[src/rtl/rf_seq_pkg.sv]
// rf_seq_pkg: shared definitions for the register-file command sequencer.
// Holds the command opcodes, the sequencer FSM states and the packed
// command width used by the command FIFO.
package rf_seq_pkg;

    // Default geometry of the 32x32 register file.
    localparam int unsigned RF_DW = 32;
    localparam int unsigned RF_AW = 5;

    // Packed command: {op[1:0], addr_a[AW-1:0], addr_b[AW-1:0], data[DW-1:0]}.
    localparam int unsigned CMD_W = 2 + 2 * RF_AW + RF_DW;

    typedef enum logic [1:0] {
        OP_NOP   = 2'd0,
        OP_WRITE = 2'd1,
        OP_READ  = 2'd2,
        OP_MOVE  = 2'd3
    } op_e;

    typedef enum logic [1:0] {
        IDLE    = 2'd0,
        RD_WAIT = 2'd1,
        RESP    = 2'd2
    } state_e;

    // Packed command width for a non-default geometry.
    function automatic int unsigned cmd_width(input int unsigned aw, input int unsigned dw);
        return 2 + 2 * aw + dw;
    endfunction

endpackage

[src/rtl/rf_cmd_sequencer_if.sv]
// rf_cmd_sequencer_if: command and response channels of the sequencer.
//   cmd_valid/cmd_ready/cmd_op/cmd_addr_a/cmd_addr_b/cmd_data : command channel
//   rsp_valid/rsp_ready/rsp_data                            : read response channel
// master: the command producer / response consumer; slave: the sequencer.
interface rf_cmd_sequencer_if #(
    parameter int unsigned DW = 32,
    parameter int unsigned AW = 5
) ();
    logic          cmd_valid;
    logic          cmd_ready;
    logic [1:0]    cmd_op;
    logic [AW-1:0] cmd_addr_a;
    logic [AW-1:0] cmd_addr_b;
    logic [DW-1:0] cmd_data;
    logic          rsp_valid;
    logic          rsp_ready;
    logic [DW-1:0] rsp_data;

    modport master (
        output cmd_valid, cmd_op, cmd_addr_a, cmd_addr_b, cmd_data, rsp_ready,
        input  cmd_ready, rsp_valid, rsp_data
    );

    modport slave (
        input  cmd_valid, cmd_op, cmd_addr_a, cmd_addr_b, cmd_data, rsp_ready,
        output cmd_ready, rsp_valid, rsp_data
    );
endinterface

[src/rtl/rf_cmd_fifo.sv]
// rf_cmd_fifo: synchronous command FIFO, first-word-fall-through head.
//   clk, rst (sync, active low) | i_push, i_din : write side
//   i_pop : advance head | o_full, o_empty, o_head : status and head entry
// Pointers carry one extra wrap bit: full when the low bits match and the
// wrap bits differ.
module rf_cmd_fifo #(
    parameter int unsigned WIDTH = 8,
    parameter int unsigned DEPTH = 4
) (
    input  logic             clk,
    input  logic             rst,
    input  logic             i_push,
    input  logic [WIDTH-1:0] i_din,
    input  logic             i_pop,
    output logic             o_full,
    output logic             o_empty,
    output logic [WIDTH-1:0] o_head
);
    localparam int unsigned PW = $clog2(DEPTH);

    logic [PW:0]      r_wr_ptr;
    logic [PW:0]      r_rd_ptr;
    logic [WIDTH-1:0] r_mem [DEPTH];

    assign o_full  = (r_wr_ptr[PW-1:0] == r_rd_ptr[PW-1:0]) && (r_wr_ptr[PW] != r_rd_ptr[PW]);
    assign o_empty = (r_wr_ptr == r_rd_ptr);
    assign o_head  = r_mem[r_rd_ptr[PW-1:0]];

    always_ff @(posedge clk) begin
        if (!rst) begin
            r_wr_ptr <= '0;
            r_rd_ptr <= '0;
        end else begin
            if (i_push && !o_full) begin
                r_mem[r_wr_ptr[PW-1:0]] <= i_din;
                r_wr_ptr                <= r_wr_ptr + (PW + 1)'(1);
            end
            if (i_pop && !o_empty) begin
                r_rd_ptr <= r_rd_ptr + (PW + 1)'(1);
            end
        end
    end
endmodule

[src/rtl/rf_cmd_sequencer.sv]
// rf_cmd_sequencer: command front-end for the 32x32 dual-address register file.
//   clk, rst (sync, active low)
//   bus (slave)  : command channel in, read response channel out
//   rf_address_a/rf_address_b/rf_mode/rf_write/rf_din : registered rf port bundle
//   rf_out       : rf read data, valid one cycle after the address is presented
//   busy         : FIFO non-empty or FSM not idle
// Optional: define RF_SEQ_STATS_EN to add stat_wr_cnt/stat_rd_cnt saturating counters.
module rf_cmd_sequencer
    import rf_seq_pkg::*;
#(
    parameter int unsigned DW    = 32,
    parameter int unsigned AW    = 5,
    parameter int unsigned DEPTH = 4
) (
    input  logic          clk,
    input  logic          rst,
    rf_cmd_sequencer_if.slave bus,
    output logic [AW-1:0] rf_address_a,
    output logic [AW-1:0] rf_address_b,
    output logic          rf_mode,
    output logic          rf_write,
    output logic [DW-1:0] rf_din,
    input  logic [DW-1:0] rf_out,
    output logic          busy
`ifdef RF_SEQ_STATS_EN
    ,
    output logic [15:0]   stat_wr_cnt,
    output logic [15:0]   stat_rd_cnt
`endif
);
    localparam int unsigned CW = cmd_width(AW, DW);

    logic [CW-1:0] w_cmd_in;
    logic [CW-1:0] w_head;
    logic          w_full;
    logic          w_empty;
    logic          w_pop;
    op_e           w_head_op;
    logic [AW-1:0] w_head_a;
    logic [AW-1:0] w_head_b;
    logic [DW-1:0] w_head_data;

    state_e        r_state;
    state_e        w_state_d;
    logic          r_rd_lat;  // set during the cycle the rf samples the read address
    logic [AW-1:0] r_address_a;
    logic [AW-1:0] r_address_b;
    logic          r_mode;
    logic          r_write;
    logic [DW-1:0] r_din;
    logic          r_rsp_valid;
    logic [DW-1:0] r_rsp_data;

    assign w_cmd_in    = {bus.cmd_op, bus.cmd_addr_a, bus.cmd_addr_b, bus.cmd_data};
    assign w_head_op   = op_e'(w_head[CW-1 -: 2]);
    assign w_head_a    = w_head[DW+2*AW-1 -: AW];
    assign w_head_b    = w_head[DW+AW-1 -: AW];
    assign w_head_data = w_head[DW-1:0];

    rf_cmd_fifo #(
        .WIDTH (CW),
        .DEPTH (DEPTH)
    ) u_fifo (
        .clk     (clk),
        .rst     (rst),
        .i_push  (bus.cmd_valid),
        .i_din   (w_cmd_in),
        .i_pop   (w_pop),
        .o_full  (w_full),
        .o_empty (w_empty),
        .o_head  (w_head)
    );

    // No pop credit: a full FIFO refuses even when it is popped this cycle.
    assign bus.cmd_ready = !w_full;
    assign bus.rsp_valid = r_rsp_valid;
    assign bus.rsp_data  = r_rsp_data;
    assign rf_address_a  = r_address_a;
    assign rf_address_b  = r_address_b;
    assign rf_mode       = r_mode;
    assign rf_write      = r_write;
    assign rf_din        = r_din;
    assign busy          = !w_empty || (r_state != IDLE);

    always_comb begin
        w_state_d = r_state;
        w_pop     = 1'b0;
        unique case (r_state)
            IDLE: begin
                if (!w_empty) begin
                    w_pop = 1'b1;
                    if (w_head_op == OP_READ) w_state_d = RD_WAIT;
                end
            end
            RD_WAIT: if (r_rd_lat) w_state_d = RESP;
            RESP:    if (bus.rsp_ready) w_state_d = IDLE;
            default: w_state_d = IDLE;
        endcase
    end

    always_ff @(posedge clk) begin
        if (!rst) begin
            r_state     <= IDLE;
            r_rd_lat    <= 1'b0;
            r_address_a <= '0;
            r_address_b <= '0;
            r_mode      <= 1'b0;
            r_write     <= 1'b0;
            r_din       <= '0;
            r_rsp_valid <= 1'b0;
            r_rsp_data  <= '0;
        end else begin
            r_state  <= w_state_d;
            r_write  <= 1'b0;
            r_mode   <= 1'b0;
            r_rd_lat <= 1'b0;
            if (w_pop) begin
                unique case (w_head_op)
                    OP_WRITE: begin
                        r_address_a <= w_head_a;
                        r_din       <= w_head_data;
                        r_write     <= 1'b1;
                    end
                    OP_MOVE: begin
                        r_address_a <= w_head_a;
                        r_address_b <= w_head_b;
                        r_mode      <= 1'b1;
                        r_write     <= 1'b1;
                    end
                    OP_READ: r_address_a <= w_head_a;
                    default: ;
                endcase
            end
            // First RD_WAIT cycle the rf registers the address; rf_out is valid in the second.
            if (r_state == RD_WAIT) begin
                if (!r_rd_lat) begin
                    r_rd_lat <= 1'b1;
                end else begin
                    r_rsp_valid <= 1'b1;
                    r_rsp_data  <= rf_out;
                end
            end
            if (r_state == RESP && bus.rsp_ready) r_rsp_valid <= 1'b0;
        end
    end

`ifdef RF_SEQ_STATS_EN
    logic [15:0] r_wr_cnt;
    logic [15:0] r_rd_cnt;

    always_ff @(posedge clk) begin
        if (!rst) begin
            r_wr_cnt <= '0;
            r_rd_cnt <= '0;
        end else begin
            if (w_pop && (w_head_op == OP_WRITE || w_head_op == OP_MOVE) && r_wr_cnt != 16'hFFFF)
                r_wr_cnt <= r_wr_cnt + 16'd1;
            if (r_state == RESP && bus.rsp_ready && r_rd_cnt != 16'hFFFF)
                r_rd_cnt <= r_rd_cnt + 16'd1;
        end
    end

    assign stat_wr_cnt = r_wr_cnt;
    assign stat_rd_cnt = r_rd_cnt;
`endif
endmodule

[src/flat_wrapper.sv]
// flat-port wrapper written by rule: the top's interface ports become plain ports
module rf_cmd_sequencer_flat import rf_seq_pkg::*;
#(
    parameter int unsigned DW    = 32,
    parameter int unsigned AW    = 5,
    parameter int unsigned DEPTH = 4
)
  (clk, rst, rf_address_a, rf_address_b, rf_mode, rf_write, rf_din, rf_out, busy, bus_cmd_valid, bus_cmd_op, bus_cmd_addr_a, bus_cmd_addr_b, bus_cmd_data, bus_rsp_ready, bus_cmd_ready, bus_rsp_valid, bus_rsp_data);
  rf_cmd_sequencer_if #(.DW(DW), .AW(AW)) bus_i ();
  input  logic clk;
  input  logic rst;
  output logic [AW-1:0] rf_address_a;
  output logic [AW-1:0] rf_address_b;
  output logic rf_mode;
  output logic rf_write;
  output logic [DW-1:0] rf_din;
  input  logic [DW-1:0] rf_out;
  output logic busy;
  input wire logic [$bits(bus_i.cmd_valid)-1:0] bus_cmd_valid;
  input wire logic [$bits(bus_i.cmd_op)-1:0] bus_cmd_op;
  input wire logic [$bits(bus_i.cmd_addr_a)-1:0] bus_cmd_addr_a;
  input wire logic [$bits(bus_i.cmd_addr_b)-1:0] bus_cmd_addr_b;
  input wire logic [$bits(bus_i.cmd_data)-1:0] bus_cmd_data;
  input wire logic [$bits(bus_i.rsp_ready)-1:0] bus_rsp_ready;
  output wire logic [$bits(bus_i.cmd_ready)-1:0] bus_cmd_ready;
  output wire logic [$bits(bus_i.rsp_valid)-1:0] bus_rsp_valid;
  output wire logic [$bits(bus_i.rsp_data)-1:0] bus_rsp_data;
  assign bus_i.cmd_valid = bus_cmd_valid;
  assign bus_i.cmd_op = bus_cmd_op;
  assign bus_i.cmd_addr_a = bus_cmd_addr_a;
  assign bus_i.cmd_addr_b = bus_cmd_addr_b;
  assign bus_i.cmd_data = bus_cmd_data;
  assign bus_i.rsp_ready = bus_rsp_ready;
  assign bus_cmd_ready = bus_i.cmd_ready;
  assign bus_rsp_valid = bus_i.rsp_valid;
  assign bus_rsp_data = bus_i.rsp_data;
  rf_cmd_sequencer #(.DW(DW), .AW(AW), .DEPTH(DEPTH)) u_core (.clk(clk), .rst(rst), .bus(bus_i), .rf_address_a(rf_address_a), .rf_address_b(rf_address_b), .rf_mode(rf_mode), .rf_write(rf_write), .rf_din(rf_din), .rf_out(rf_out), .busy(busy));
endmodule
[config.mk]
export PLATFORM = sky130hd
export DESIGN_NAME = rf_cmd_sequencer_flat
export DESIGN_NICKNAME = d
export VERILOG_FILES = /design/src/rtl/rf_seq_pkg.sv /design/src/rtl/rf_cmd_sequencer_if.sv /design/src/rtl/rf_cmd_fifo.sv /design/src/rtl/rf_cmd_sequencer.sv /design/src/flat_wrapper.sv
export SDC_FILE = /design/constraint.sdc
export NUM_CORES = 1
export LEC_CHECK = 0
export ABC_CLOCK_PERIOD_IN_PS = 2900
export CELL_PAD_IN_SITES_DETAIL_PLACEMENT = 1
export CELL_PAD_IN_SITES_GLOBAL_PLACEMENT = 1
export CORE_ASPECT_RATIO = 1.25
export CORE_MARGIN = 2
export CORE_UTILIZATION = 42
export CTS_CLUSTER_DIAMETER = 100
export DETAILED_ROUTE_END_ITERATION = 6
export GPL_TIMING_DRIVEN = 0
export PLACE_DENSITY = 0.77
export SETUP_SLACK_MARGIN = 0.05
export SYNTH_ARGS = -nofsm -noshare
export SYNTH_HDL_FRONTEND = slang
export SYNTH_SLANG_ARGS = --single-unit
[constraint.sdc]
create_clock -name clk -period 2.9 [get_ports clk]
set_input_delay 0.58 -clock clk [delete_from_list [all_inputs] [get_ports clk]]
set_output_delay 0.58 -clock clk [all_outputs]
set_load 0.01 [all_outputs]
# == Yosys cells after proc, flatten, opt, wreduce, memory -nomap -nowiden ==
# Memories as Yosys holds them, arrays and structs flattened. A register that Yosys moved wholly into a read port is not among the register bits.
# Cells that the tools add are included.
# totals
register_bits,86
mem_bits_rw,176
inputBits,80
output_inout_bits,79
elab_cells,61
mem_count,1
# op_classes
addsub,2
n_eq_ne,12
mux,15
bitwise_logic,1
n_reduce_logical,19
# memory_table
name,depth,width,rd,rd_ports_with_merged_regs,wr,line_no,rtl
u_core.u_fifo.r_mem,4,44,1,1,1,rf_cmd_fifo.sv:23,logic [WIDTH-1:0] r_mem [DEPTH];
# op_table
operator,n
two-way mux 2 bit,6
AND reduction 2 bit,6
two-way mux 1 bit,8
"adder 3 x 1 -> 3 bit, second input constant",2
"equality test 2 bit, second input constant",3
one-hot mux 2 bit (3 select lines),1
"equality test 2 x 1 -> 1 bit, second input constant",2
logical AND 1 bit,4
"!= test 2 x 1 -> 1 bit, second input constant",2
"!= test 2 bit, second input constant",2
AND reduction 4 bit,1
OR reduction 2 bit,2
equality test 3 bit,1
OR reduction 3 bit,1
equality test 2 bit,1
zero test 1 bit,2
zero test 2 bit,1
nonzero test 2 bit,1
logical OR 1 bit,1
!= test 1 bit,1
NOT 1 bit,1

# == Logic depth before layout (Yosys ltp) ==
# Gate-level depths: netlist (run 1).
# logic_depth
word_depth,7
mapped_depth,7
ltp_nobuf,4

# == Hierarchy ==
# Synthesis (run 1) repeated with hierarchy kept, for this count alone.
# unflattened
cells_unflattened,652
hier_area_um2,10080.9
# modules_own_cells
mod,n_inst,cells_each,area_each_um2,seq_area_each_um2
rf_cmd_fifo,1,300,6930.4,5445.2
rf_cmd_sequencer,1,352,3150.5,1601.5

# == Least setup slack after synthesis (run 1) ==
# Ideal clock, no wire load.
# synth_path
path_type,input to register
from,input port rst
to,memory u_core.u_fifo.r_mem[0][0] (netlist bit) (enable)
t_arrival_ps,2197
required_ps,2494
setup_slack_ps,297
stages,3
path_cell_list,clkbuf_1 clkbuf_1 and3_1
# synth_between
elab_chain_cells,2
# synth_rtl
element,line_no,rtl
start: declaration,flat_wrapper.sv:11,input logic rst;
two-way mux 1 bit,rf_cmd_fifo.sv:30,if (!rst) begin
two-way mux 1 bit (implied by the code),rf_cmd_fifo.sv:35,r_mem[r_wr_ptr[PW-1:0]] <= i_din;
end: declaration,rf_cmd_fifo.sv:23,
# Every way passes these cells.

# == Final worst setup path (run 1) ==
# layout_path
from,register u_core.u_fifo.r_wr_ptr[1]
to,output port busy
# layout_between
elab_chain_cells,3
# layout_rtl
element,line_no,rtl
start: declaration,rf_cmd_fifo.sv:21,logic [PW:0] r_wr_ptr;
start signal: assignment,rf_cmd_fifo.sv:36,r_wr_ptr <= r_wr_ptr + (PW + 1)'(1);
equality test 3 bit,rf_cmd_fifo.sv:26,assign o_empty = (r_wr_ptr == r_rd_ptr);
zero test 1 bit,rf_cmd_sequencer.sv:83,assign busy = !w_empty || (r_state != IDLE);
logical OR 1 bit,rf_cmd_sequencer.sv:83,
end: declaration,flat_wrapper.sv:18,output logic busy;
# Every way passes these cells.

==> results of run 1 <==
[flip-flops by register name, summed over array words and instances (netlist names), named ones only]
| name | count |
|---|---|
| u_core.bus.rsp_data | 32 |
| u_core.rf_address_a | 5 |
| u_core.rf_din | 32 |
| u_core.u_fifo.r_rd_ptr | 3 |
| u_core.rf_mode | 1 |
| u_core.rf_write | 1 |
| u_core.r_rd_lat | 1 |
| u_core.u_fifo.r_mem | 176 |
| u_core.rf_address_b | 5 |
| u_core.u_fifo.r_wr_ptr | 3 |
| u_core.bus.rsp_valid | 1 |
| u_core.r_state | 2 |
[report_power, final]
group | switching [mW] | internal, mW
combinational | 1.33 | 1.17
clock | 1.37 | 2.14
sequential | 0.164 | 4.32
[worst max-delay path: stages, from the launching register on]
cell	delay, ns
dfxtp_1	0.46
xor2_1	0.43
nor3_1	0.11
nand2_1	0.08
clkdlybuf4s50_1	0.56
[synthesized netlist by cell type, types with 2 or more instances]
master	count	area, µm²
edfxtp_1	176	5290
nand2_1	108	405
dfxtp_1	88	1760
mux4_2	44	991
a21boi_0	38	285
nand4_1	37	231
o21ai_2	30	263
clkbuf_1	27	101
o21ai_0	14	70.1
buf_2	7	35.0
and2_1	6	37.5
and3_1	5	31.3
buf_6	5	56.3
ha_1	5	62.6
nand3_1	5	25.0
mux2i_1	4	40.0
nor2_1	4	15.0
inv_1	3	11.3
xnor2_1	3	26.3
xor2_1	3	26.3
a21boi_1	2	15.0
buf_1	2	7.51
nor3_1	2	10.0
o31a_1	2	17.5
[worst paths after layout]
check / startpoint / to / slack [ns] / depth (start not counted)
worst max-delay path: u_core.u_fifo.r_wr_ptr[1] / busy / 0.17 / 4
worst max register to register: u_core.u_fifo.r_wr_ptr[1] / u_core.u_fifo.r_mem[2][16] / 0.36 / 4
worst min register to register: u_core.rf_din[6] / u_core.rf_din[6] / 0.46 / 2
worst min-delay path: u_core.rf_din[6] / u_core.rf_din[6] / 0.46 / 2
[per-stage QoR]
step           instances  util (%)  setup slack (ns)  TNS (ns)  instance area (µm²)
2_1_floorplan        634         -             0.297         0                 9920
3_3_place_gp        1079      51.3             -1.05   -163.42                11900
3_5_place_dp        1083      51.6             0.113         0                11900
4_1_cts             1131      55.5             0.161         0                12800
5_1_grt             1131      55.5            0.0506         0                12800
6_report            1131      55.5             0.169         0                12800
[logic make-up after synthesis]
family,after synthesis,synth area share (%)
xor gates and xnor gates,6,0.530
and+or+nand+nor,175,8.20
AOI/OAI and AO/OA,91,6.99
buffers and inverters,44,2.13
muxes,49,10.5
adders and majority gates,5,0.631
DFF,264,71.0
[cells in the final DEF (no fill, tap or decap), drive strengths merged, types with 2 or more instances in the layout]
cell type,synthesis,routed
bufinv,0,4
nand4,37,37
nor2,4,4
nand2,108,108
buf,14,18
clkinv,0,5
xor2,3,3
mux2i,4,4
nand3,5,5
mux4,44,44
o21ai,44,44
clkdlybuf4s50,0,157
a21boi,40,40
ha,5,5
dfxtp,88,88
o31a,2,2
or2,2,2
clkbuf,27,65
xnor2,3,3
and3,5,5
edfxtp,176,176
nor3,2,2
and2,7,7
inv,3,3
[routing by layer]
metal / GRT usage, % / vias up / share of wire, %
li1: - / 2778 / -
met3: 3.22 / 33 / 5.4
met4: 5.71 / 0 / 2.1
met5: 0 / - / 0
met1: 24.3 / 3078 / 41
met2: 35.2 / 197 / 51
[area by class of cell]
cell class	count	area share (%)
sequential	264	54.9
multi-input combinational	326	20.8
timing repair buffer	161	12.9
clock buffer	38	5.82
tap	288	2.81
buffer	41	1.56
clock inverter	10	1.18
inverter	3	0.0877
==> metrics.txt, run 1 <==
die area between 0.02 and 0.025 mm²; net count after synthesis 719; crit path DAT 2.15 ns; row count 62; largest net degree at the start of global routing 27; Detail Placement HPWL 16.3 mm; WL/cell 21.2 µm; unrepaired setup endpoints after global routing false; TritonCTS clock tree yes; CP required about 2.3 ns; Max Cap Viol 0; initial antenna violation count 0; Worst-Margin Slew 0.698 ns; slew margin rel. 53.5%; sequential area share after synthesis 71.0%; most used flip-flop cell after synthesis edfxtp_1; Nets approximately 910; Synth Register Bits around 260; Total Power 10.5 mW; Hold Violations, Final 0; Initial Utilization 42.9%; Worst VDD drop roughly 0.00061 V; Mapped Area roughly 0.01 mm²; CP Capture Type primary output; Routability Congestion 0.743; CTS Buf Count 26; ant diodes 0; post-CTS setup buffers 0; period utilisation layout 94.2%; Multi-input gate area 0.00267 mm²; die width between 100 and 150 µm; startpoint class of the critical path flop; gr ovfl total 0; DRT Wirelength 24.0 mm; overall routing resource usage 19.6%; worst hold slack 0.461 ns; latest clock arrival within the worst-skew pair 0.52 ns; Cell Pwr Density 818 mW/mm²; mean post-synth cell area 15.6 µm²; # port buffers 157; ANT nets after route 0; drc violations 0; Mapped Cells 634; Crit Path Category flop to primary output; CTS clk-pin slew, worst paths roughly 0.060 ns; Yosys cell types 38; placeable core area 0.0231 mm²; number of fill cells 2209; clk_skew 0.0133 ns; Root Buffer clkbuf_16; DIE HEIGHT 176 µm; vias in the first global route roughly 6700; Register Area 0.00705 mm²; global-route wire length before repair 38.1 mm; area delta synth->final 29.4%; status complete, no violations; fmax between 0.3 and 0.4 GHz; drt first pass iters 4; layout cells sized above 1 16.3%; worst hold path type flop to flop; crit-path max FO 6; Resize count post-CTS 0; Post-synth EDFFs 176; buffer depth of the longest clock path 3; # clock sinks 264; Final Max Tran Viols 0; Vias approximately 6000; Tmin final 2.73 ns; hold_buf cts 0; CTS H-tree depth 1; Synth async-reset ratio 0%; First DRT Iteration DRCs 301; Yosys Warn Count 0; Static Leak 4.19 nW; Setup-failing EPs final 0; I/O pin count 159; vias per cell 5.38
Note: power is estimated with default switching activity, not from simulation.
==> inputs of run 2 (changes only) <==
--- a/config.mk
+++ b/config.mk
@@ -9,7 +9,6 @@
 export CELL_PAD_IN_SITES_DETAIL_PLACEMENT = 1
 export CELL_PAD_IN_SITES_GLOBAL_PLACEMENT = 1
 export CORE_ASPECT_RATIO = 1.25
-export CORE_MARGIN = 2
 export CORE_UTILIZATION = 42
 export CTS_CLUSTER_DIAMETER = 100
 export DETAILED_ROUTE_END_ITERATION = 6
==> run 2 against run 1 <==
Sequential cell count is the same. Maximum frequency down 0.54%. Final area decreased by 0.13%. Non-clock buffer count unchanged. Worst setup slack lost 0.015 ns. Sequential power barely moved. Global-route usage rose by 1.0 points. Wire length grew 2.6%. Clock-buffer cell count rose by 6. Sequential share of layout area up 0.070 points. Highest routed layer unchanged.
==> metrics.txt, run 2 (synthesis results as in run 1) <==
Final Max Tran Viols 0; CTS Buf Count 26; Cell Pwr Density 814 mW/mm²; post-CTS setup buffers 0; worst hold path type flop to flop; ANT nets after route 0; DIE HEIGHT ~170 µm; CP Capture Type primary output; critical path's slowest cell clkdlybuf4s50_1; status complete, no violations; CTS clk-pin slew, worst paths 0.06 ns; Tmin final roughly 2.7 ns; vias per cell approximately 5.4; Worst-Margin Slew 0.734 ns; row count 62; Setup TNS 0 ns; placeable core area 0.0231 mm²; unrepaired setup endpoints after global routing false; Vias 6146; WL/cell 21.7 µm; Resize count post-CTS 0; Max Cap Viol 0; max FFs per register 176; commonest cells after routing, fill and taps aside 176 x edfxtp_1, 157 x clkdlybuf4s50_1, 108 x nand2_1, 88 x dfxtp_1, 44 x mux4_2; startpoint class of the critical path flop; latest clock arrival within the worst-skew pair roughly 0.53 ns; delay-heaviest family, CP buffers and inverters; CP required 2.32 ns; period utilisation layout 94.7%; CP peak stage delay 0.57 ns; Detail Placement HPWL between 15 and 20 mm; area delta synth->final 29.2%; Total Power ~10 mW; hold_buf cts 0; fmax 0.364 GHz; drt first pass iters 4; vias in the first global route 6808; TritonCTS clock tree yes; Worst VDD drop 0.000617 V; gr ovfl total 0; I/O pin count 159; Routability Congestion 0.719; most common cell after layout, fill and taps aside edfxtp_1; die area 0.0242 mm²; DRT Wirelength 24.6 mm; CTS H-tree depth 1; # port buffers around 160; layout cells sized above 1 16.5%; Nets 908; CP Cell Sequence xor2_1 -> nor3_1 -> nand2_1 -> clkdlybuf4s50_1; Static Leak 4.19 nW; clk_skew about 0.011 ns; die width 139 µm; Crit Path Category flop to primary output; crit path DAT 2.17 ns; crit-path max FO 6; buffer depth of the longest clock path 3; First DRT Iteration DRCs 314; # clock sinks 264; largest net degree at the start of global routing 26; WP buf/inv 1; Root Buffer clkbuf_16; Initial Utilization 42.9%; number of fill cells 2187; initial antenna violation count 1; drc violations 0; Hold Violations, Final 0; global-route wire length before repair 38.4 mm; Setup-failing EPs final 0; slew margin rel. between 50% and 60%; overall routing resource usage 20.6%
[run 2: final cells by class]
class	count	area [µm²]	share of cell area, %
clock inverters	4	45.0	0.351
multi-input cells	326	2670	20.8
plain buffers	41	200	1.56
clock buffers	44	835	6.51
repair buffers	161	1650	12.9
inverters	3	11.3	0.0878
diodes	1	2.50	0.0195
well taps	288	360	2.81
flip-flops and latches	264	7050	55.0
[run 2: tightest hold or removal path, stage by stage, from the launching register on]
cell     delay (ns)
dfxtp_1        0.31
nand2_1        0.07
o21ai_2        0.04
[run 2: metal layers]
layer	wire length, µm	vias to the layer above	track usage (%)
li1	-	2777	-
met1	9780	3111	24.7
met2	12700	207	37.2
met3	1560	51	4.09
met4	599	0	6.53
met5	0	-	0
[run 2: final timing paths]
path | startpoint | end | slack (ns) | cells past startpoint
setup / recovery | u_core.u_fifo.r_wr_ptr[1] | busy | 0.15 | 4
hold / removal | u_core.rf_din[7] | u_core.rf_din[7] | 0.46 | 2
setup reg to reg | u_core.u_fifo.r_wr_ptr[1] | u_core.u_fifo.r_mem[0][12] | 0.42 | 4
hold reg to reg | u_core.rf_din[7] | u_core.rf_din[7] | 0.46 | 2
[run 2: power by group]
part           total [mW]  switching [mW]  internal (mW)  leakage [nW]
clock                3.41            1.37           2.04         0.438
sequential           4.49           0.170           4.32          2.31
combinational        2.54            1.36           1.17          1.44
total                10.4            2.90           7.54          4.19
[run 2: through the flow]
step | setup WS, ns | util (%) | area [µm²] | std cells | hold slack, ns
3_3_place_gp | -1.09 | 51.3 | 11900 | 1079 | 0.449
4_1_cts | 0.149 | 55.5 | 12800 | 1131 | 0.462
3_5_place_dp | 0.0539 | 51.6 | 11900 | 1083 | 0.452
6_report | 0.154 | 55.5 | 12800 | 1132 | 0.459
5_1_grt | 0.0525 | 55.5 | 12800 | 1131 | 0.478
2_1_floorplan | 0.297 | - | 9920 | 634 | 0.435
==> inputs of run 3 (changes only) <==
--- a/config.mk
+++ b/config.mk
@@ -10,6 +10,7 @@
 export CELL_PAD_IN_SITES_GLOBAL_PLACEMENT = 1
 export CORE_ASPECT_RATIO = 1.25
 export CORE_UTILIZATION = 42
+export CTS_BUF_LIST = sky130_fd_sc_hd__clkbuf_2
 export CTS_CLUSTER_DIAMETER = 100
 export DETAILED_ROUTE_END_ITERATION = 6
 export GPL_TIMING_DRIVEN = 0
==> run 3 against run 2 <==
Global-route usage about the same. Largest power group unchanged. Wire length fell by 1.1%. Largest cell class unchanged. Clock power is 32% lower. Critical endpoint is now bus_cmd_ready. Core utilization decreased by 1.1 points. First-iteration DRC count fell by 12%. Worst setup slack gained 0.014 ns. Clock skew grew 0.055 ns. Final cell count grew 6.4%.
==> metrics.txt, run 3 (synthesis results as in run 1) <==
startpoint class of the critical path flop; HP Start rst; setup slack after layout 0.168 ns; initial antenna violation count 3; hold_buf cts 0; Tmin final 2.73 ns; drt first pass iters 4; Hold Violations, Final 0; Routability Congestion about 0.72; First DRT Iteration DRCs 276; hold path depth 3; WL/cell around 20 µm; Vias ~6300; status complete, no violations; latest clock arrival within the worst-skew pair 0.85 ns; DIE HEIGHT 174 µm; Worst R2R End u_core.u_fifo.r_mem[2][38]; R2R cell count 6; fmax 0.366 GHz; CP Capture Type primary output; crit-path max FO 5; TritonCTS clock tree yes; layout cells sized above 1 22.5%; global-route wire length before repair 38.4 mm; CP required approximately 2.3 ns; Root Buffer clkbuf_2; ANT nets after route 0; unrepaired setup endpoints after global routing false; Static Leak around 4.2 nW; Crit Path Category flop to primary output; largest net degree at the start of global routing 26; CTS clk-pin slew, worst paths 0.11 ns; crit path DAT 2.15 ns; area delta synth->final 26.8%; row count 62; Max Cap Viol 0; fin util 54.4%; overall routing resource usage 20.6%; period utilisation layout 94.2%; Final Max Tran Viols 0; # port buffers approximately 160; Total Power approximately 9.4 mW; number of fill cells about 2300; vias in the first global route 7117; clk_skew 0.0659 ns; placeable core area 0.0231 mm²; worst hold path type input pin to flop; DRT Wirelength 24.3 mm; die width 139 µm; max FFs per register 176; Cell Pwr Density 744 mW/mm²; Worst VDD drop about 0.00033 V; Initial Utilization 42.9%; Detail Placement HPWL between 15 and 20 mm; CTS Buf Count 61; Worst-Margin Slew 0.718 ns; drc violations 0; worst hold slack 0.224 ns; slew margin rel. 52.1%; I/O pin count 159; vias per cell 5.21; flop2flop setup slack between 0.4 and 0.5 ns; Hold EP u_core.rf_din[14]; worst slack at placement 0.0539 ns; # clock sinks 264; die area 0.0242 mm²; commonest cells after routing, fill and taps aside 176 x edfxtp_1, 155 x clkdlybuf4s50_1, 108 x nand2_1, 92 x clkbuf_2, 85 x dfxtp_1; gr ovfl total 0; FF-to-FF Start u_core.u_fifo.r_rd_ptr[1]; Nets 946; CTS H-tree depth 2; most common cell after layout, fill and taps aside edfxtp_1; Setup-failing EPs final 0; buffer depth of the longest clock path 3
[run 3: cell count changes in the layout (fill, tap and decap cells not counted), moves of 3 or more]
cell	previous run	this run
clkinv_1	0	18
clkbuf_8	4	0
clkbuf_4	3	0
dfxtp_1	88	85
dfxtp_2	0	3
buf_4	0	3
clkbuf_1	34	27
clkbuf_16	29	0
xor2_1	3	0
clkbuf_2	1	92
[run 3: critical path, stage by stage, from the launching register on]
cell           delay (ns)
dfxtp_1              0.38
xor2_2               0.21
buf_4                0.17
or3_1                0.30
dlygate4sd2_1        0.30
[run 3: repair_timing]
action	in CTS	in global routing
pin swaps	2	0
gates resized for setup	7	3
endpoints found under the setup margin	2	1
setup buffers	3	0
endpoints found under the hold margin	0	0
[run 3: layer usage]
layer / routed length [µm] / vias up / global-route usage (%)
met5: 0 / - / 0
met4: 514 / 0 / 8.10
met3: 1370 / 40 / 5.06
met2: 12600 / 197 / 36.7
met1: 9880 / 3154 / 23.8
li1: - / 2892 / -
[run 3: worst max-delay path by stage]
stage | from | end | cells past startpoint
floorplan | rst | u_core.u_fifo.r_mem[0][0] | 3
CTS | u_core.u_fifo.r_wr_ptr[2] | busy | 4
global placement | rst | u_core.u_fifo.r_mem[3][11] | 3
finish | u_core.u_fifo.r_rd_ptr[0] | bus_cmd_ready | 4
global route | u_core.u_fifo.r_rd_ptr[0] | bus_cmd_ready | 4
detailed placement | rst | u_core.u_fifo.r_mem[0][13] | 4
[run 3: layout make-up]
class | instances | area, µm² | share of cell area (%)
Buffer | 41 | 200 | 1.59
Tap cell | 288 | 360 | 2.87
Sequential cell | 264 | 7050 | 56.1
Clock inverter | 24 | 104 | 0.826
Clock buffer | 92 | 460 | 3.66
Multi-Input combinational cell | 326 | 2710 | 21.5
Timing Repair Buffer | 164 | 1680 | 13.3
Inverter | 3 | 11.3 | 0.0895
Antenna cell | 3 | 7.51 | 0.0597
[run 3: stage by stage]
| stage | TNS (ns) | area [µm²] | instances |
|---|---|---|---|
| 6_report | 0 | 12600 | 1205 |
| 2_1_floorplan | 0 | 9920 | 634 |
| 4_1_cts | 0 | 12600 | 1202 |
| 3_5_place_dp | 0 | 11900 | 1083 |
| 5_1_grt | 0 | 12600 | 1204 |
| 3_3_place_gp | -167.89 | 11900 | 1079 |
[run 3: where the power goes]
part	leakage (nW)	internal [mW]	switching, mW
registers	2.31	4.31	0.175
clock network	0.435	0.864	1.44
logic	1.47	1.21	1.36
==> RTL edit 1 (flow settings as in run 1) <==
`AW` is set to 5 in 3 places; all go to 4.
--- a/src/rtl/rf_cmd_sequencer_if.sv
+++ b/src/rtl/rf_cmd_sequencer_if.sv
@@ -4,7 +4,7 @@
 // master: the command producer / response consumer; slave: the sequencer.
 interface rf_cmd_sequencer_if #(
     parameter int unsigned DW = 32,
-    parameter int unsigned AW = 5
+    parameter int unsigned AW = 4
 ) ();
     logic          cmd_valid;
     logic          cmd_ready;
--- a/src/rtl/rf_cmd_sequencer.sv
+++ b/src/rtl/rf_cmd_sequencer.sv
@@ -9,7 +9,7 @@
     import rf_seq_pkg::*;
 #(
     parameter int unsigned DW    = 32,
-    parameter int unsigned AW    = 5,
+    parameter int unsigned AW    = 4,
     parameter int unsigned DEPTH = 4
 ) (
     input  logic          clk,
--- a/src/flat_wrapper.sv
+++ b/src/flat_wrapper.sv
@@ -2,7 +2,7 @@
 module rf_cmd_sequencer_flat import rf_seq_pkg::*;
 #(
     parameter int unsigned DW    = 32,
-    parameter int unsigned AW    = 5,
+    parameter int unsigned AW    = 4,
     parameter int unsigned DEPTH = 4
 )
   (clk, rst, rf_address_a, rf_address_b, rf_mode, rf_write, rf_din, rf_out, busy, bus_cmd_valid, bus_cmd_op, bus_cmd_addr_a, bus_cmd_addr_b, bus_cmd_data, bus_rsp_ready, bus_cmd_ready, bus_rsp_valid, bus_rsp_data);
Interface: changed (resized bus_cmd_addr_a, bus_cmd_addr_b, rf_address_a and rf_address_b); port bits go from 159 to 155. No check against the original RTL was run, so the function may have changed too.
==> RTL edit 1 against run 1 <==
- worst setup slack improved by 52 ps
- count of clock-buffer cells in the layout decreased by 8
- synthesized area down 3.9%
- wire length up 3.3%
- largest power group unchanged
- cell area fell by 3.5%
- synthesized cell count decreased by 2.7%
- highest routed layer is now met5
- total power fell by 3.1%
- sequential cell count shrank 10
==> RTL edit 1: results (changes against run 1) <==
metric,value,unit,change
result of the run,finished clean,,
Iter 0 DRT Violations,258,,-14%
initial antenna violation count,2,,+2
total clock buffers created by CTS,25,,-3.8%
cell count after placement,1057,,-2.4%
distinct cell type count after synthesis,37,,-2.6%
via count,5995,,-1.5%
worst hold margin,466,ps,+4.69 ps
wire length on met2,13.3,mm,+7.6%
first-pass GRT wire length,38.1,mm,+0.14%
worst hold start,u_core.rf_din[0],,
post-synth net total,700,,-2.6%
top sig layer,met5,,
Relative slew margins,0.523,,-0.0116
hpwl dp,16.5,mm,+1.3%
flop2flop setup slack,490,ps,+130 ps
Critical R2R Capture,u_core.u_fifo.r_mem[3][33],,
worst vdd rail ir drop,0.000589,V,-2.8%
destination of the worst hold path,u_core.rf_din[0],,
met3 Use GR,0.0429,,+0.0108
sequential logic power,0.00431,W,-4%
crit path from,u_core.u_fifo.r_wr_ptr[0],,
routed wire length,24.8,mm,+3.3%
data arrival time of the critical path,2100,ps,-50 ps
routed wire length per instance,22.5,um,+5.9%
met2 layer usage reported by global route,0.392,,+0.0398
met1 WL,9.43,mm,-4.4%
global routing met1 resource utilization,0.234,,-0.00956
number of global-route vias before repair,6738,,-0.13%
clock skew after layout,14.2,ps,+0.895 ps
sequential-to-total area share from yosys stat,0.710,,about the same
count of buffers from port buffering,153,,-2.5%
final net count,884,,-2.6%
mean instance size in the synthesized netlist,15.5,sq um,-1.2%
switching share of power,0.277,,+0.00425
met3 routed wirelength,1.51,mm,+18%
RD Place Congestion,0.761,,+2.4%
"EDFF count, synth",168,,-4.5%
leading post-synthesis cells by instance count,"edfxtp_1, nand2_1, dfxtp_1, mux4_2, a21boi_0",,
total global-route track usage,0.206,,+0.0101
static leakage,4.04,nW,-3.6%
pin count of the biggest net entering global routing,32,,+19%
reported combinational group power,0.00241,W,-4%
"Async S/R FF share, synth",0,,unchanged
number of flip-flops under the largest register name,168,,-4.5%
max-cap viol count,0,,unchanged
worst slack after detailed placement,68.7,ps,-44.2 ps
share of the clock period used by the worst path after layout,0.924,,-0.0180
synth top area cells,"edfxtp_1, dfxtp_1, mux4_2",,
RTL edit 1: stage by stage:
step	total power, W	cell area [sq um]
final	0.0102	12400
after CTS	0.0103	12400
after global placement	0.00668	11400
after detailed placement	0.00680	11500
after floorplan	0.00578	9540
after global routing	0.0106	12400
RTL edit 1: cell type report:
type	instances	area, sq um
fill	2103	9900
tap	283	354
sequential	254	6770
clock buffer	30	664
clock inverter	15	205
inverter	3	11.3
antenna	1	2.50
timing repair buffer	157	1610
buffer	41	205
multi-input combinational	319	2560
RTL edit 1: timing repair:
action,4_1_cts,5_1_grt
setup buffers,0,0
resized for setup,0,1
setup endpoints to repair,0,2
RTL edit 1: kinds of logic after synthesis:
family / share of synthesized area
DFF: 0.710
and+or+nand+nor: 0.0841
AOI/OAI and AO/OA: 0.0669
muxes: 0.105
buffers and inverters: 0.0227
xor gates and xnor gates: 0.00551
adders and majority gates: 0.00656
==> RTL edit 2 (settings of run 1) <==
Made on the original files. The 3 states of `state_e` get a one-hot encoding in 3 bits.
--- a/src/rtl/rf_seq_pkg.sv
+++ b/src/rtl/rf_seq_pkg.sv
@@ -17,10 +17,10 @@
         OP_MOVE  = 2'd3
     } op_e;
 
-    typedef enum logic [1:0] {
-        IDLE    = 2'd0,
-        RD_WAIT = 2'd1,
-        RESP    = 2'd2
+    typedef enum logic [2:0] {
+        IDLE    = 3'b001,
+        RD_WAIT = 3'b010,
+        RESP    = 3'b100
     } state_e;
 
     // Packed command width for a non-default geometry.
Behaviour: no difference found for any inputs over 4 cycles, from zero or initial values and one cycle with rst low; so few cycles prove little.
==> RTL edit 2 against run 1 <==
- non-clock buffer count did not move
- sequential cell count rose by 1
- worst setup slack better by 68 ps
- synthesized area down 0.61%
- combinational power fell by 5%
- cell area shrank 0.57%
- wire length increased by 1.8%
- register-to-register slack hardly changed
- total power shrank 2.7%
==> RTL edit 2: results (changes against run 1) <==
metric,value,unit,change
post-synth net total,724,,+0.70%
fraction of standard cell area in multi-input logic,0.203,,-0.00499
combined flip-flop and latch cell area,0.00707,sq mm,+0.28%
combinational share of power,0.234,,-0.005
first-pass GRT wire length,38.0,mm,-0.25%
result of the run,finished clean,,
top sig layer,met5,,
Pint,0.00741,W,-2.9%
placed instance area,0.0119,sq mm,-0.31%
clock skew after layout,10.9,ps,-2.45 ps
Relative slew margins,0.410,,-0.125
final net count,913,,+0.55%
buffering overhead,0.147,,+0.00308
number of flip-flops and latches in the synthesized netlist,265,,+0.38%
via count,6138,,+0.85%
synth top area cells,"edfxtp_1, dfxtp_1, mux4_2",,
#MultiIn Comb,330,,+1.2%
worst vdd rail ir drop,0.000474,V,-22%
Critical R2R Capture,u_core.u_fifo.r_mem[1][28],,
destination of the worst hold path,u_core.rf_din[7],,
RD Place Congestion,0.780,,+5.0%
data arrival time of the critical path,2080,ps,-70 ps
met2 layer usage reported by global route,0.375,,+0.0227
global routing met1 resource utilization,0.229,,-0.0145
area enclosed by the die boundary,0.0247,sq mm,-0.59%
worst hold margin,450,ps,-11.5 ps
worst slack after detailed placement,-169,ps,-282 ps
growth of design area from synthesis to finish,29.4,%,about the same
met3 routed wirelength,1.26,mm,-1.8%
met1 WL,9.33,mm,-5.4%
mean instance size in the synthesized netlist,15.4,sq um,-1.4%
clock network power,0.00333,W,-5%
Antenna Diode Count,1,,+1
clk cell area share,0.0668,,-0.00313
Iter 0 DRT Violations,278,,-7.6%
distinct cell type count after synthesis,40,,+5.3%
wire length on met2,13.3,mm,+7.5%
sequential-to-total area share from yosys stat,0.717,,+0.00636
initial antenna violation count,2,,+2
number of global-route vias before repair,6940,,+2.9%
## RTL edit 2: cell count changes after synthesis, moves of 2 or more
cell,change
o21ai_2,-30
nand2b_1,+2
o21ai_1,+30
buf_2,+2
clkbuf_1,-3
buf_4,+3
## RTL edit 2: kinds of logic (layout without fill, tap and decap cells)
group	count (synthesis)	after routing	share of synthesized area
other	0	1	0
AO/OA/AOI/OAI	92	92	0.0595
flip-flops	265	265	0.717
buffers and inverters	44	253	0.0221
XOR/XNOR	6	6	0.00533
AND/OR/NAND/NOR	178	178	0.0845
multiplexers	49	49	0.106
adder cells (fa/ha/maj)	5	5	0.00634
## RTL edit 2: worst max path at each step
stage	endpoint	cells after the start	slack [ps]
2_1_floorplan	u_core.u_fifo.r_mem[0][0]	3	290
3_3_place_gp	u_core.u_fifo.r_mem[0][31]	3	-1170
3_5_place_dp	u_core.u_fifo.r_mem[0][30]	4	-170
4_1_cts	busy	4	190
5_1_grt	busy	4	90
6_report	busy	4	240
